## src/rtl/cipher_regbank_pkg.sv

```systemverilog
// cipher_regbank_pkg
//   Shared types and constants for the cipher register bank: run-controller
//   state encoding, CTRL/STATUS bit positions, default register map and a
//   helper used by the map-overlap elaboration check.
package cipher_regbank_pkg;

  typedef enum logic [1:0] {
    ST_IDLE   = 2'd0,
    ST_LAUNCH = 2'd1,
    ST_WAIT   = 2'd2
  } run_state_t;

  // CTRL write bits
  localparam int CTRL_START = 0;
  localparam int CTRL_CHAIN = 1;
  localparam int CTRL_ABORT = 2;
  localparam int CTRL_CLR   = 3;

  // STATUS read bits
  localparam int STAT_BUSY = 0;
  localparam int STAT_DONE = 1;
  localparam int STAT_OVR  = 2;
  localparam int STAT_ABT  = 3;

  // Default register map
  localparam int DEF_PT_BASE   = 'h00;
  localparam int DEF_KEY_BASE  = 'h10;
  localparam int DEF_CT_BASE   = 'h20;
  localparam int DEF_CTRL_ADDR = 'h30;
  localparam int DEF_STAT_ADDR = 'h31;
  localparam int DEF_RUNS_ADDR = 'h32;

  // True when [a_base, a_base+a_len) and [b_base, b_base+b_len) share an address.
  function automatic bit ranges_overlap(input int a_base, input int a_len,
                                        input int b_base, input int b_len);
    return (a_base < b_base + b_len) && (b_base < a_base + a_len);
  endfunction

endpackage

```

## src/rtl/cipher_regbank_if.sv

```systemverilog
// cipher_regbank_if
//   Byte-wide register bus between uart_interface (master) and the register
//   bank (slave).
//   addr   register address
//   wdata  write data
//   write  one-cycle write strobe
//   rdata  read data, combinational from addr
interface cipher_regbank_if #(
  parameter int ADDR_W = 7
);
  logic [ADDR_W-1:0] addr;
  logic [7:0]        wdata;
  logic              write;
  logic [7:0]        rdata;

  modport master (output addr, output wdata, output write, input rdata);
  modport slave  (input addr, input wdata, input write, output rdata);
endinterface

```

## src/rtl/cipher_run_ctrl.sv

```systemverilog
// cipher_run_ctrl
//   Run sequencer for the cipher core: launches max(RUNS,1) encryptions per
//   START, tracks done/overrun/abort flags and produces the done pulse.
//   Ports
//     clk, n_reset      clock, async active-low reset
//     i_start_req       CTRL write with START set
//     i_abort_req       CTRL write with ABORT set
//     i_clr_req         CTRL write with CLR set
//     i_data_wr         write to a PT/KEY/RUNS register
//     i_runs            RUNS register
//     i_core_eoc        end of computation from the core
//     o_busy/done/ovr/abt  status flags
//     o_core_start      start pulse to the core
//     o_done_irq        pulse one cycle after the last run completes
//     o_start_accept    START accepted from IDLE (load feed register)
//     o_eoc_accept      core result accepted (latch CT, feed back in chain mode)
//
//   state    | meaning
//   ---------+--------------------------------------------------
//   ST_IDLE  | no run active; START accepted, eoc ignored
//   ST_LAUNCH| core_start high for this single cycle
//   ST_WAIT  | waiting for core_eoc of the current run
module cipher_run_ctrl
  import cipher_regbank_pkg::*;
(
  input  logic       clk,
  input  logic       n_reset,
  input  logic       i_start_req,
  input  logic       i_abort_req,
  input  logic       i_clr_req,
  input  logic       i_data_wr,
  input  logic [7:0] i_runs,
  input  logic       i_core_eoc,
  output logic       o_busy,
  output logic       o_done,
  output logic       o_ovr,
  output logic       o_abt,
  output logic       o_core_start,
  output logic       o_done_irq,
  output logic       o_start_accept,
  output logic       o_eoc_accept
);

  run_state_t r_state;
  run_state_t w_state_nxt;
  logic [7:0] r_cnt;
  logic       r_done;
  logic       r_ovr;
  logic       r_abt;
  logic       r_done_irq;
  logic       w_busy;
  logic       w_start_accept;
  logic       w_eoc_accept;
  logic       w_last_eoc;
  logic       w_core_start;

  always_ff @(posedge clk or negedge n_reset) begin
    if (!n_reset) r_state <= ST_IDLE;
    else          r_state <= w_state_nxt;
  end

  always_comb begin
    w_state_nxt = r_state;
    case (r_state)
      ST_IDLE:   if (i_start_req) w_state_nxt = ST_LAUNCH;
      ST_LAUNCH: w_state_nxt = i_abort_req ? ST_IDLE : ST_WAIT;
      ST_WAIT: begin
        if (i_abort_req)     w_state_nxt = ST_IDLE;
        else if (i_core_eoc) w_state_nxt = (r_cnt > 8'd1) ? ST_LAUNCH : ST_IDLE;
      end
      default:   w_state_nxt = ST_IDLE;
    endcase
  end

  always_comb begin
    w_busy         = 1'b1;
    w_core_start   = 1'b0;
    w_start_accept = 1'b0;
    w_eoc_accept   = 1'b0;
    case (r_state)
      ST_IDLE: begin
        w_busy         = 1'b0;
        w_start_accept = i_start_req;
      end
      ST_LAUNCH: w_core_start = 1'b1;
      // An abort in the same cycle as eoc discards the result.
      ST_WAIT:   w_eoc_accept = i_core_eoc & ~i_abort_req;
      default:   w_busy = 1'b0;
    endcase
  end

  assign w_last_eoc = w_eoc_accept && (r_cnt <= 8'd1);

  // CLR is applied before any set event of the same cycle, so a set wins.
  always_ff @(posedge clk or negedge n_reset) begin
    if (!n_reset) begin
      r_cnt      <= '0;
      r_done     <= 1'b0;
      r_ovr      <= 1'b0;
      r_abt      <= 1'b0;
      r_done_irq <= 1'b0;
    end else begin
      if (w_start_accept)    r_cnt <= (i_runs == 8'd0) ? 8'd1 : i_runs;
      else if (w_eoc_accept) r_cnt <= r_cnt - 8'd1;

      r_done_irq <= w_last_eoc;

      if (w_start_accept)  r_done <= 1'b0;
      else if (w_last_eoc) r_done <= 1'b1;
      else if (i_clr_req)  r_done <= 1'b0;

      if (w_busy && (i_start_req || i_data_wr)) r_ovr <= 1'b1;
      else if (i_clr_req)                       r_ovr <= 1'b0;

      if (w_busy && i_abort_req) r_abt <= 1'b1;
      else if (i_clr_req)        r_abt <= 1'b0;
    end
  end

  assign o_busy         = w_busy;
  assign o_done         = r_done;
  assign o_ovr          = r_ovr;
  assign o_abt          = r_abt;
  assign o_core_start   = w_core_start;
  assign o_done_irq     = r_done_irq;
  assign o_start_accept = w_start_accept;
  assign o_eoc_accept   = w_eoc_accept;

endmodule

```

## src/rtl/cipher_regbank.sv

```systemverilog
// cipher_regbank
//   Register bank and run controller between uart_interface and a block
//   cipher core with a start/eoc handshake. Holds plaintext, key, ciphertext,
//   CTRL/STATUS/RUNS registers; supports multi-run and chain mode.
//   Ports
//     clk, n_reset      clock, async active-low reset
//     bus (slave)       addr/wdata/write/rdata register bus
//     core_start        one-cycle start pulse to the core
//     core_plaintext    plaintext to the core, byte 0 in bits [7:0]
//     core_key          key to the core (live key register)
//     core_eoc          end of computation, one cycle
//     core_ciphertext   core result, valid with core_eoc
//     done_irq          one-cycle pulse when the last run completes
module cipher_regbank
  import cipher_regbank_pkg::*;
#(
  parameter int BLOCK_BYTES = 8,
  parameter int KEY_BYTES   = 12,
  parameter int ADDR_W      = 7,
  parameter int PT_BASE     = DEF_PT_BASE,
  parameter int KEY_BASE    = DEF_KEY_BASE,
  parameter int CT_BASE     = DEF_CT_BASE,
  parameter int CTRL_ADDR   = DEF_CTRL_ADDR,
  parameter int STAT_ADDR   = DEF_STAT_ADDR,
  parameter int RUNS_ADDR   = DEF_RUNS_ADDR
) (
  input  logic                     clk,
  input  logic                     n_reset,
  cipher_regbank_if.slave          bus,
  output logic                     core_start,
  output logic [8*BLOCK_BYTES-1:0] core_plaintext,
  output logic [8*KEY_BYTES-1:0]   core_key,
  input  logic                     core_eoc,
  input  logic [8*BLOCK_BYTES-1:0] core_ciphertext,
  output logic                     done_irq
);

  localparam bit MAP_BAD =
      (BLOCK_BYTES < 1) || (BLOCK_BYTES > 16) || (KEY_BYTES < 1) || (KEY_BYTES > 16) ||
      (PT_BASE + BLOCK_BYTES > 2**ADDR_W) || (KEY_BASE + KEY_BYTES > 2**ADDR_W) ||
      (CT_BASE + BLOCK_BYTES > 2**ADDR_W) ||
      ranges_overlap(PT_BASE, BLOCK_BYTES, KEY_BASE, KEY_BYTES) ||
      ranges_overlap(PT_BASE, BLOCK_BYTES, CT_BASE, BLOCK_BYTES) ||
      ranges_overlap(KEY_BASE, KEY_BYTES, CT_BASE, BLOCK_BYTES) ||
      ranges_overlap(PT_BASE, BLOCK_BYTES, CTRL_ADDR, 1) ||
      ranges_overlap(PT_BASE, BLOCK_BYTES, STAT_ADDR, 1) ||
      ranges_overlap(PT_BASE, BLOCK_BYTES, RUNS_ADDR, 1) ||
      ranges_overlap(KEY_BASE, KEY_BYTES, CTRL_ADDR, 1) ||
      ranges_overlap(KEY_BASE, KEY_BYTES, STAT_ADDR, 1) ||
      ranges_overlap(KEY_BASE, KEY_BYTES, RUNS_ADDR, 1) ||
      ranges_overlap(CT_BASE, BLOCK_BYTES, CTRL_ADDR, 1) ||
      ranges_overlap(CT_BASE, BLOCK_BYTES, STAT_ADDR, 1) ||
      ranges_overlap(CT_BASE, BLOCK_BYTES, RUNS_ADDR, 1) ||
      (CTRL_ADDR == STAT_ADDR) || (CTRL_ADDR == RUNS_ADDR) || (STAT_ADDR == RUNS_ADDR);

  if (MAP_BAD) begin : g_map_check
    $error("cipher_regbank: register map invalid (overlap, size or address width)");
  end

  logic [7:0]               r_pt  [BLOCK_BYTES];
  logic [7:0]               r_key [KEY_BYTES];
  logic [8*BLOCK_BYTES-1:0] r_ct;
  logic [8*BLOCK_BYTES-1:0] r_feed;
  logic [7:0]               r_runs;
  logic                     r_chain;

  logic [8*BLOCK_BYTES-1:0] w_pt_flat;
  logic [8*KEY_BYTES-1:0]   w_key_flat;
  logic [7:0]               w_rdata;
  logic                     w_pt_hit;
  logic                     w_key_hit;
  logic                     w_ctrl_hit;
  logic                     w_runs_hit;
  logic                     w_ctrl_wr;
  logic                     w_data_wr;
  logic                     w_busy;
  logic                     w_done;
  logic                     w_ovr;
  logic                     w_abt;
  logic                     w_start_accept;
  logic                     w_eoc_accept;

  assign w_ctrl_hit = (bus.addr == ADDR_W'(CTRL_ADDR));
  assign w_runs_hit = (bus.addr == ADDR_W'(RUNS_ADDR));
  assign w_ctrl_wr  = bus.write & w_ctrl_hit;
  assign w_data_wr  = bus.write & (w_pt_hit | w_key_hit | w_runs_hit);

  always_comb begin
    w_pt_hit  = 1'b0;
    w_key_hit = 1'b0;
    w_rdata   = '0;
    for (int i = 0; i < BLOCK_BYTES; i++) begin
      if (bus.addr == ADDR_W'(PT_BASE + i)) begin
        w_pt_hit = 1'b1;
        w_rdata  = r_pt[i];
      end
      if (bus.addr == ADDR_W'(CT_BASE + i)) w_rdata = r_ct[8*i +: 8];
    end
    for (int i = 0; i < KEY_BYTES; i++) begin
      if (bus.addr == ADDR_W'(KEY_BASE + i)) begin
        w_key_hit = 1'b1;
        w_rdata   = r_key[i];
      end
    end
    if (w_ctrl_hit) w_rdata = {6'b0, r_chain, 1'b0};
    if (bus.addr == ADDR_W'(STAT_ADDR)) w_rdata = {4'b0, w_abt, w_ovr, w_done, w_busy};
    if (w_runs_hit) w_rdata = r_runs;
  end

  assign bus.rdata = w_rdata;

  always_comb begin
    w_pt_flat = '0;
    for (int i = 0; i < BLOCK_BYTES; i++) w_pt_flat[8*i +: 8] = r_pt[i];
  end

  always_comb begin
    w_key_flat = '0;
    for (int i = 0; i < KEY_BYTES; i++) w_key_flat[8*i +: 8] = r_key[i];
  end

  // Configuration writes land only while idle; the run controller flags the
  // dropped ones as overruns.
  always_ff @(posedge clk or negedge n_reset) begin
    if (!n_reset) begin
      for (int i = 0; i < BLOCK_BYTES; i++) r_pt[i] <= '0;
      for (int i = 0; i < KEY_BYTES; i++)   r_key[i] <= '0;
      r_ct    <= '0;
      r_feed  <= '0;
      r_runs  <= '0;
      r_chain <= 1'b0;
    end else begin
      if (bus.write && !w_busy) begin
        for (int i = 0; i < BLOCK_BYTES; i++)
          if (bus.addr == ADDR_W'(PT_BASE + i)) r_pt[i] <= bus.wdata;
        for (int i = 0; i < KEY_BYTES; i++)
          if (bus.addr == ADDR_W'(KEY_BASE + i)) r_key[i] <= bus.wdata;
        if (w_runs_hit) r_runs  <= bus.wdata;
        if (w_ctrl_hit) r_chain <= bus.wdata[CTRL_CHAIN];
      end
      if (w_start_accept)                r_feed <= w_pt_flat;
      else if (w_eoc_accept && r_chain)  r_feed <= core_ciphertext;
      if (w_eoc_accept) r_ct <= core_ciphertext;
    end
  end

  cipher_run_ctrl u_run_ctrl (
    .clk            (clk),
    .n_reset        (n_reset),
    .i_start_req    (w_ctrl_wr & bus.wdata[CTRL_START]),
    .i_abort_req    (w_ctrl_wr & bus.wdata[CTRL_ABORT]),
    .i_clr_req      (w_ctrl_wr & bus.wdata[CTRL_CLR]),
    .i_data_wr      (w_data_wr),
    .i_runs         (r_runs),
    .i_core_eoc     (core_eoc),
    .o_busy         (w_busy),
    .o_done         (w_done),
    .o_ovr          (w_ovr),
    .o_abt          (w_abt),
    .o_core_start   (core_start),
    .o_done_irq     (done_irq),
    .o_start_accept (w_start_accept),
    .o_eoc_accept   (w_eoc_accept)
  );

  assign core_plaintext = r_feed;
  assign core_key       = w_key_flat;

endmodule

```

## src/flat_wrapper.sv

```systemverilog
// flat-port wrapper written by rule: the top's interface ports become plain ports
module cipher_regbank_flat import cipher_regbank_pkg::*;
#(
  parameter int BLOCK_BYTES = 8,
  parameter int KEY_BYTES   = 12,
  parameter int ADDR_W      = 7,
  parameter int PT_BASE     = DEF_PT_BASE,
  parameter int KEY_BASE    = DEF_KEY_BASE,
  parameter int CT_BASE     = DEF_CT_BASE,
  parameter int CTRL_ADDR   = DEF_CTRL_ADDR,
  parameter int STAT_ADDR   = DEF_STAT_ADDR,
  parameter int RUNS_ADDR   = DEF_RUNS_ADDR
)
  (clk, n_reset, core_start, core_plaintext, core_key, core_eoc, core_ciphertext, done_irq, bus_addr, bus_wdata, bus_write, bus_rdata);
  cipher_regbank_if #(.ADDR_W(ADDR_W)) bus_i ();
  input  logic clk;
  input  logic n_reset;
  output logic core_start;
  output logic [8*BLOCK_BYTES-1:0] core_plaintext;
  output logic [8*KEY_BYTES-1:0] core_key;
  input  logic core_eoc;
  input  logic [8*BLOCK_BYTES-1:0] core_ciphertext;
  output logic done_irq;
  input wire logic [$bits(bus_i.addr)-1:0] bus_addr;
  input wire logic [$bits(bus_i.wdata)-1:0] bus_wdata;
  input wire logic [$bits(bus_i.write)-1:0] bus_write;
  output wire logic [$bits(bus_i.rdata)-1:0] bus_rdata;
  assign bus_i.addr = bus_addr;
  assign bus_i.wdata = bus_wdata;
  assign bus_i.write = bus_write;
  assign bus_rdata = bus_i.rdata;
  cipher_regbank #(.BLOCK_BYTES(BLOCK_BYTES), .KEY_BYTES(KEY_BYTES), .ADDR_W(ADDR_W), .PT_BASE(PT_BASE), .KEY_BASE(KEY_BASE), .CT_BASE(CT_BASE), .CTRL_ADDR(CTRL_ADDR), .STAT_ADDR(STAT_ADDR), .RUNS_ADDR(RUNS_ADDR)) u_core (.clk(clk), .n_reset(n_reset), .bus(bus_i), .core_start(core_start), .core_plaintext(core_plaintext), .core_key(core_key), .core_eoc(core_eoc), .core_ciphertext(core_ciphertext), .done_irq(done_irq));
endmodule
```

## config.mk

```make
export PLATFORM = sky130hd
export DESIGN_NAME = cipher_regbank_flat
export DESIGN_NICKNAME = d
export VERILOG_FILES = /design/src/rtl/cipher_regbank_pkg.sv /design/src/rtl/cipher_regbank_if.sv /design/src/rtl/cipher_run_ctrl.sv /design/src/rtl/cipher_regbank.sv /design/src/flat_wrapper.sv
export SDC_FILE = /design/constraint.sdc
export NUM_CORES = 1
export LEC_CHECK = 0
export ABC_AREA = 0
export CELL_PAD_IN_SITES_DETAIL_PLACEMENT = 0
export CELL_PAD_IN_SITES_GLOBAL_PLACEMENT = 1
export CORE_ASPECT_RATIO = 1.2
export CORE_MARGIN = 1
export CORE_UTILIZATION = 42
export DETAILED_ROUTE_END_ITERATION = 8
export HOLD_SLACK_MARGIN = 0.06
export PLACE_DENSITY = 0.91
export RECOVER_POWER = 100
export SLEW_MARGIN = 10
export SYNTH_ARGS = -nofsm -noshare
export SYNTH_HDL_FRONTEND = slang
export SYNTH_SLANG_ARGS = --single-unit
export TNS_END_PERCENT = 30
```

## constraint.sdc

```tcl
create_clock -name clk -period 3 [get_ports clk]
set_input_delay 0.45 -clock clk [delete_from_list [all_inputs] [get_ports clk]]
set_output_delay 0.45 -clock clk [all_outputs]
set_load 0.1 [all_outputs]
```

### Yosys cells after proc, flatten, opt, wreduce, memory -nomap -nowiden

Cells that the tools add are included.

| storage, ports and cells | value |
|---|---|
| output and inout bits | 170 |
| input port bits | 83 |
| logic and storage cells | 186 |
| bits in registers | 311 |

| operators by class | value |
|---|---|
| reduce and logical (&&, ||, !) cells | 39 |
| equal/unequal tests | 34 |
| muxes and demuxes | 71 |
| bitwise gates (word level) | 9 |
| add/subtract/negate cells | 1 |
| order comparisons | 2 |

Operator list:

| kind | number |
|---|---|
| 8-bit 2-to-1 mux | 34 |
| 64-bit 2-to-1 mux | 2 |
| 7-bit by 5-bit equality test with 1-bit output (second input constant) | 12 |
| 7-bit by 6-bit equality test with 1-bit output (second input constant) | 11 |
| 2-bit AND reduction | 23 |
| 1-bit 2-to-1 mux | 30 |
| 7-bit by 3-bit equality test with 1-bit output (second input constant) | 4 |
| 7-bit by 2-bit equality test with 1-bit output (second input constant) | 2 |
| 8-bit by 1-bit greater-than comparator with 1-bit output (second input constant) | 1 |
| 8-bit by 1-bit <= comparator with 1-bit output (second input constant) | 1 |
| 8-bit zero test | 1 |
| 2-bit 2-to-1 mux | 4 |
| 2-bit nonzero test | 4 |
| 8-bit by 1-bit subtractor with 8-bit output (second input constant) | 1 |
| 7-bit by 1-bit equality test with 1-bit output (second input constant) | 1 |
| 7-bit zero test | 1 |
| 1-bit AND | 6 |
| 2-bit case mux with 3 select lines | 1 |
| 1-bit logical AND | 5 |
| 3-bit inequality test (second input constant) | 1 |
| 3-bit nonzero test | 1 |
| 2-bit by 1-bit equality test with 1-bit output (second input constant) | 1 |
| 2-bit equality test (second input constant) | 1 |
| 2-bit zero test | 1 |
| other kinds (6) | 7 |

### Logic depth before layout (Yosys ltp)

| logic depth | value |
|---|---|
| depth after elaboration | 32 |
| mapped depth | 12 |
| depth with buffers taken out | 7 |

### By module

A second synthesis with hierarchy kept.

| unflattened totals | value |
|---|---|
| cells, all modules | 1,376 |
| area, all modules | 15,472.3 um^2 |

Modules (own cells, without submodules):

| module | cells an instance | times used | seq. area each (um^2) | area an instance (um^2) |
|---|---|---|---|---|
| cipher_regbank | 1,289 | 1 | 7,432.1 | 14,654.1 |
| cipher_run_ctrl | 87 | 1 | 350.3 | 818.3 |

### Worst setup path before layout

No wires, ideal clock.

| path | value |
|---|---|
| kind | input to output |
| start point | input port bus_addr[2] |
| end point | output port bus_rdata[6] |
| path buffers | 2 |
| stages on the path | 9 |
| arrival | 4.210 ns |
| path slack | -1.660 ns |
| data required time | 2.550 ns |
| cell sequence | buf_2 -> or4b_2 -> buf_2 -> nor2_1 -> a22o_1 -> a211oi_1 -> o211ai_1 -> a31oi_1 -> o21ai_0 |

| between the ends | value |
|---|---|
| word-level cells in the longest chain between the ends | 32 |
| elaborated cells on any way between the ends | 62 |
| those cells by class | eq/ne: 30; mux: 31; reduce/logical: 1 |

RTL lines:

| item | RTL line | text |
|---|---|---|
| start: declaration | flat_wrapper.sv:24 | `input wire logic [$bits(bus_i.addr)-1:0] bus_addr;` |
| 7-bit zero test | cipher_regbank.sv:93 | `if (bus.addr == ADDR_W'(PT_BASE + i)) begin` |
| 8-bit 2-to-1 mux | cipher_regbank.sv:93 |  |
| 8-bit 2-to-1 mux | cipher_regbank.sv:97 | `if (bus.addr == ADDR_W'(CT_BASE + i)) w_rdata = r_ct[8*i +: 8];` |
| 8-bit 2-to-1 mux | cipher_regbank.sv:93 |  |
| 8-bit 2-to-1 mux | cipher_regbank.sv:97 |  |
| 8-bit 2-to-1 mux | cipher_regbank.sv:93 |  |
| 8-bit 2-to-1 mux | cipher_regbank.sv:97 |  |
| 8-bit 2-to-1 mux | cipher_regbank.sv:93 |  |
| [... 5 more ...] | -- |  |
| 8-bit 2-to-1 mux | cipher_regbank.sv:93 |  |
| 8-bit 2-to-1 mux | cipher_regbank.sv:97 |  |
| 8-bit 2-to-1 mux | cipher_regbank.sv:93 |  |
| 8-bit 2-to-1 mux | cipher_regbank.sv:97 |  |
| 8-bit 2-to-1 mux (12 in series) | cipher_regbank.sv:100 | `if (bus.addr == ADDR_W'(KEY_BASE + i)) begin` |
| 8-bit 2-to-1 mux | cipher_regbank.sv:105 | `if (w_ctrl_hit) w_rdata = {6'b0, r_chain, 1'b0};` |
| 8-bit 2-to-1 mux | cipher_regbank.sv:106 | `if (bus.addr == ADDR_W'(STAT_ADDR)) w_rdata = {4'b0, w_abt, w_ovr, w_done, w_busy};` |
| 8-bit 2-to-1 mux (*) | cipher_regbank.sv:107 | `if (w_runs_hit) w_rdata = r_runs;` |
| end: declaration | flat_wrapper.sv:27 | `output wire logic [$bits(bus_i.rdata)-1:0] bus_rdata;` |

Mark *: on every way between the ends. The rest lies on a longest branch, timed or not.

### Worst setup path in the final report

| path | value |
|---|---|
| start point | input port bus_addr[6] |
| end point | output port bus_rdata[3] |

Same word-level chain as after synthesis.

==> summary.md <==
The flow ran to the end, but the final reports show violations. The checks that failed: capacitance limit, slew limit, setup timing. The total count of hold-check failures in the final report was 0.

The max-slew violation total from the final report came out at 79. In this design, the stage delay of the slowest critical-path cell is 360 ps. Clock-pin slew on the worst setup and hold paths: 60 ps. For the total half-perimeter wirelength after legalization and detailed placement, the log shows 41.83 mm.

For the final database, setup skew stands at 12.36 ps. For the number of warning messages in the yosys log, the log shows 0. The detailed-route vias per instance is 5.685.

The first-pass iteration count of the detailed router came out at 5. The worst-case setup margin in the final layout is -153.9 ps. Counting flops with a built-in enable in the synthesized netlist gives 0.

The number of buffer and inverter stages on the critical path is 5, and the initial detailed-routing violation count is 1067. Among all flip-flop cells after synthesis, the most frequent one is dfrtp_1. In the final design database the tool counted 2037 nets. The count of distinct cell types in the synthesized netlist came out at 79. The die width is 176.0 microns, and the post-layout total power is 15640 uW.

From synthesis to final layout, the design area changed by 37.67%. The number of buffers inserted during clock tree synthesis was 31. For the post-synth net total, the log shows 1578. TritonCTS built the clock tree. Global routing finished with a remaining overflow of 0.

The worst register-to-register path has a setup slack of 880 ps. The library cell used most frequently in the layout, excluding fill and tap cells, is nand2_1. STA puts the critical path data arrival time at 2700 ps.

The placement-stage worst setup slack is -750.5 ps, and the number of rows created at floorplan is 76. The critical path starts at bus_addr[6]. For the finished layout, the period the worst path requires is 3154 ps. The cell sitting at the root of the clock tree is a clkbuf_16. The critical path runs through a total of 12 cells. The fraction of the mapped netlist area in compound gates is 0.1314, and the cell leakage power is 0.009622 uW. The floorplan step defined a die boundary enclosing 0.03712 sq mm. The share of post-route cells with drive strength above 1 is 0.3139, and the pin count of the biggest net entering global routing is 89.

The cell count after synthesis came out at 1489. The number of antenna violations at the first check in global routing came out at 0. In this run the remaining antenna-violating nets after routing total 0. The share of flip-flops with an asynchronous set or reset was 1.000.

In this run the worst hold path is classified as in2reg. Walking the worst path, the cells encountered are clkdlybuf4s15_2 -> buf_4 -> nor3b_4 -> buf_12 -> buf_12 -> a31oi_1 -> or3_1 -> nand4_1 -> o2bb2ai_4 -> o221ai_4 -> a21oi_4 -> buf_12. The dominant cell type by count on the critical path was buf_12. For the pin with the worst max-slew slack, the measured transition is 2206 ps.

The ratio of final minimum period to clock period is 1.051. The number of port buffers is 252, and the total power divided by cell area is 744.2 mW/mm^2. In this run the cell area of the synthesized design comes to 0.01527 sq mm. Kind of cell adding the most delay to the critical path: buffers and inverters. The run gives 0.5098 as the share of synthesized area occupied by flip-flops and latches. The count of unresolved DRC violations after routing is 0, and the share of the synthesized netlist area taken by xor and xnor gates is 0.004016. The number of cells traversed by the worst hold path was 3; the worst-path maximum fanout was 9. The worst register-to-register path begins at u_core.u_run_ctrl.r_state[0]$_DFFE_PN0P_. The die outline height was 210.9 microns.

Setup repair after global routing could not meet its margin everywhere. All-layer global routing usage: 0.3055. In this run, placement finished with an instance count of 2349.

After synthesis the netlist holds a flip-flop and latch count of 311. The worst setup path is launched from a primary input. The endpoint required time on the critical path is 2550 ps, and the effective utilization at floorplan is 0.4259. The terminus of the critical flop-to-flop path is u_core.core_key[83]$_DFFE_PN0P_. The worst register-to-register path has a depth of 6. The via count of the routed design came out at 13860.

Via count of the first global-routing pass: 14090. The top cell types in the final layout, fill and taps aside, are nand2_1 (337), dfrtp_1 (311), buf_4 (226). After detailed routing, the total wire length is 56.64 mm. The synthesized area divided by synthesized cell count was 10.25 sq um; the final RePlAce weighted congestion was 0.9947.

Clock tree synthesis found a total of 311 sinks. The run gives 1 as the count of H-tree levels built during CTS. The largest buffer count on any clock path is 3. Leaving out filler cells and counting taps, the final layout contains 2438.

For the timing-limited maximum frequency, the log shows 317.1 MHz. The largest family of logic cells by synthesized area was multiplexers. Clock latency on the worst-skew pair, taken at its later pin, is 570 ps. The region available for standard cell placement spans 0.03585 sq mm. The mux cell area share after synthesis was 0.1687.

The total I/O pin count was 253. The tools report the worst slew slack as a fraction of its limit as -0.4709. The most critical setup path has its endpoint at bus_rdata[3]. The post-synthesis share of cell area spent on full adders, half adders and majority gates is 0.004917. Synthesized-area fraction occupied by and/or/nand/nor cells: 0.1485.

The slowest stage of the critical path belongs to the cell or3_1. Setup violations remaining at the end of the flow were counted as 8. The critical path class was in2out. The global-route wire length before repair is 85.62 mm.

The worst setup path is captured at a primary output. Dividing the detail-routed wire length by the instance count gives 23.23 microns. The logs give 1 for the max capacitance violation total and 0.6073 mV for the highest ir drop seen on vdd.
## final cells by class
cell class	instances	area (sq um)
diodes	1	2.502
clock buffers	43	870.8
clock inverters	11	143.9
fillers	3132	14830
inverters	9	33.78
multi-input cells	1070	7636
flip-flops and latches	311	7782
well taps	468	585.6
repair buffers	525	3964
## registers in the layout, indices dropped and copies added, names as in the netlist
| name | flops |
|---|---|
| u_core.u_run_ctrl.r_cnt | 8 |
| u_core.r_pt | 64 |
| u_core.u_run_ctrl.o_done | 1 |
| u_core.u_run_ctrl.o_abt | 1 |
| u_core.core_plaintext | 64 |
| u_core.u_run_ctrl.r_state | 2 |
| u_core.core_key | 96 |
| u_core.u_run_ctrl.o_done_irq | 1 |
| u_core.r_ct | 64 |
| u_core.r_runs | 8 |
| u_core.u_run_ctrl.o_ovr | 1 |
| u_core.r_chain | 1 |
## timing repair
action | CTS | global route
gates resized for setup | 123 | 31
gates cloned | 2 | 1
buffers inserted | 21 | 11
endpoints found under the setup margin | 8 | 8
hold endpoints to repair | 69 | 0
pin swaps | 37 | 22
hold buffers | 1 | 0
## report_power, final
group          total, uW  leakage, uW  internal, uW  switching [uW]
clock               3900     0.000498          2280            1620
combinational       5660      0.00495          1220            4440
sequential          6080      0.00418          5170             913
total              15600      0.00962          8670            6980
## cell families after synthesis
family | Yosys count
buf+inv | 108
simple gates | 512
fa+ha+maj | 6
mux | 235
flops | 311
compound gates | 310
xor+xnor | 7
## worst reg2reg max path, delay by kind of cell (launching register included)
family | cells | cell delay (ps)
multiplexers | 1 | 280
adder cells (fa/ha/maj) | 1 | 400
AND/OR/NAND/NOR | 2 | 650
buffers and inverters | 2 | 290
flip-flops | 1 | 380
## synthesized netlist by cell type, types with 10 or more instances
| cell | instances | area, sq um |
|---|---|---|
| nand2_1 | 343 | 1287 |
| dfrtp_1 | 311 | 7782 |
| mux2_2 | 158 | 1779 |
| o21ai_0 | 118 | 590.6 |
| mux2i_1 | 75 | 750.7 |
| nor2_1 | 59 | 221.5 |
| clkbuf_1 | 55 | 206.5 |
| a21oi_1 | 46 | 230.2 |
| buf_2 | 22 | 110.1 |
| nand3_1 | 22 | 110.1 |
| o22ai_1 | 21 | 131.4 |
| o21ai_2 | 20 | 175.2 |
| nor3_1 | 19 | 95.09 |
| a22oi_1 | 12 | 90.09 |
| a221o_1 | 10 | 100.1 |
| a221oi_1 | 10 | 87.58 |
| o221ai_1 | 10 | 87.58 |
## worst min-delay path by stage
| stage | from | end | slack (ps) |
|---|---|---|---|
| 5_1_grt | core_ciphertext[22] | u_core.r_ct[22]$_DFFE_PN0P_ | 440 |
| 4_1_cts | core_ciphertext[11] | u_core.r_ct[11]$_DFFE_PN0P_ | 420 |
| 2_1_floorplan | n_reset | u_core.core_key[0]$_DFFE_PN0P_ | 150 |
| 3_5_place_dp | u_core.core_plaintext[46]$_DFFE_PN0P_ | u_core.core_plaintext[46]$_DFFE_PN0P_ | 470 |
| 3_3_place_gp | u_core.r_ct[4]$_DFFE_PN0P_ | u_core.r_ct[4]$_DFFE_PN0P_ | 460 |
| 6_report | core_ciphertext[11] | u_core.r_ct[11]$_DFFE_PN0P_ | 440 |
## metrics by stage
stage | instance area, sq um | utilization | hold slack [ps] | setup TNS (ps)
2_1_floorplan | 15490 | - | 154.4 | -97.68
3_3_place_gp | 19780 | 0.5517 | 462.0 | -47650
3_5_place_dp | 19780 | 0.5517 | 467.7 | -52100
4_1_cts | 21450 | 0.5984 | 420.2 | -765.3
5_1_grt | 21020 | 0.5862 | 439.9 | -1090
6_report | 21020 | 0.5863 | 435.7 | -680.3
## layer usage
layer	vias up	global-route usage	wire length (microns)	share of wire
met2	594	0.5151	27400	0.48
met1	6894	0.4016	23220	0.41
li1	6240	-	-	-
met5	-	0	0	0
met3	132	0.03420	3440	0.061
met4	0	0.1184	2579	0.046
No activity file was read; power rests on OpenSTA's default activity.
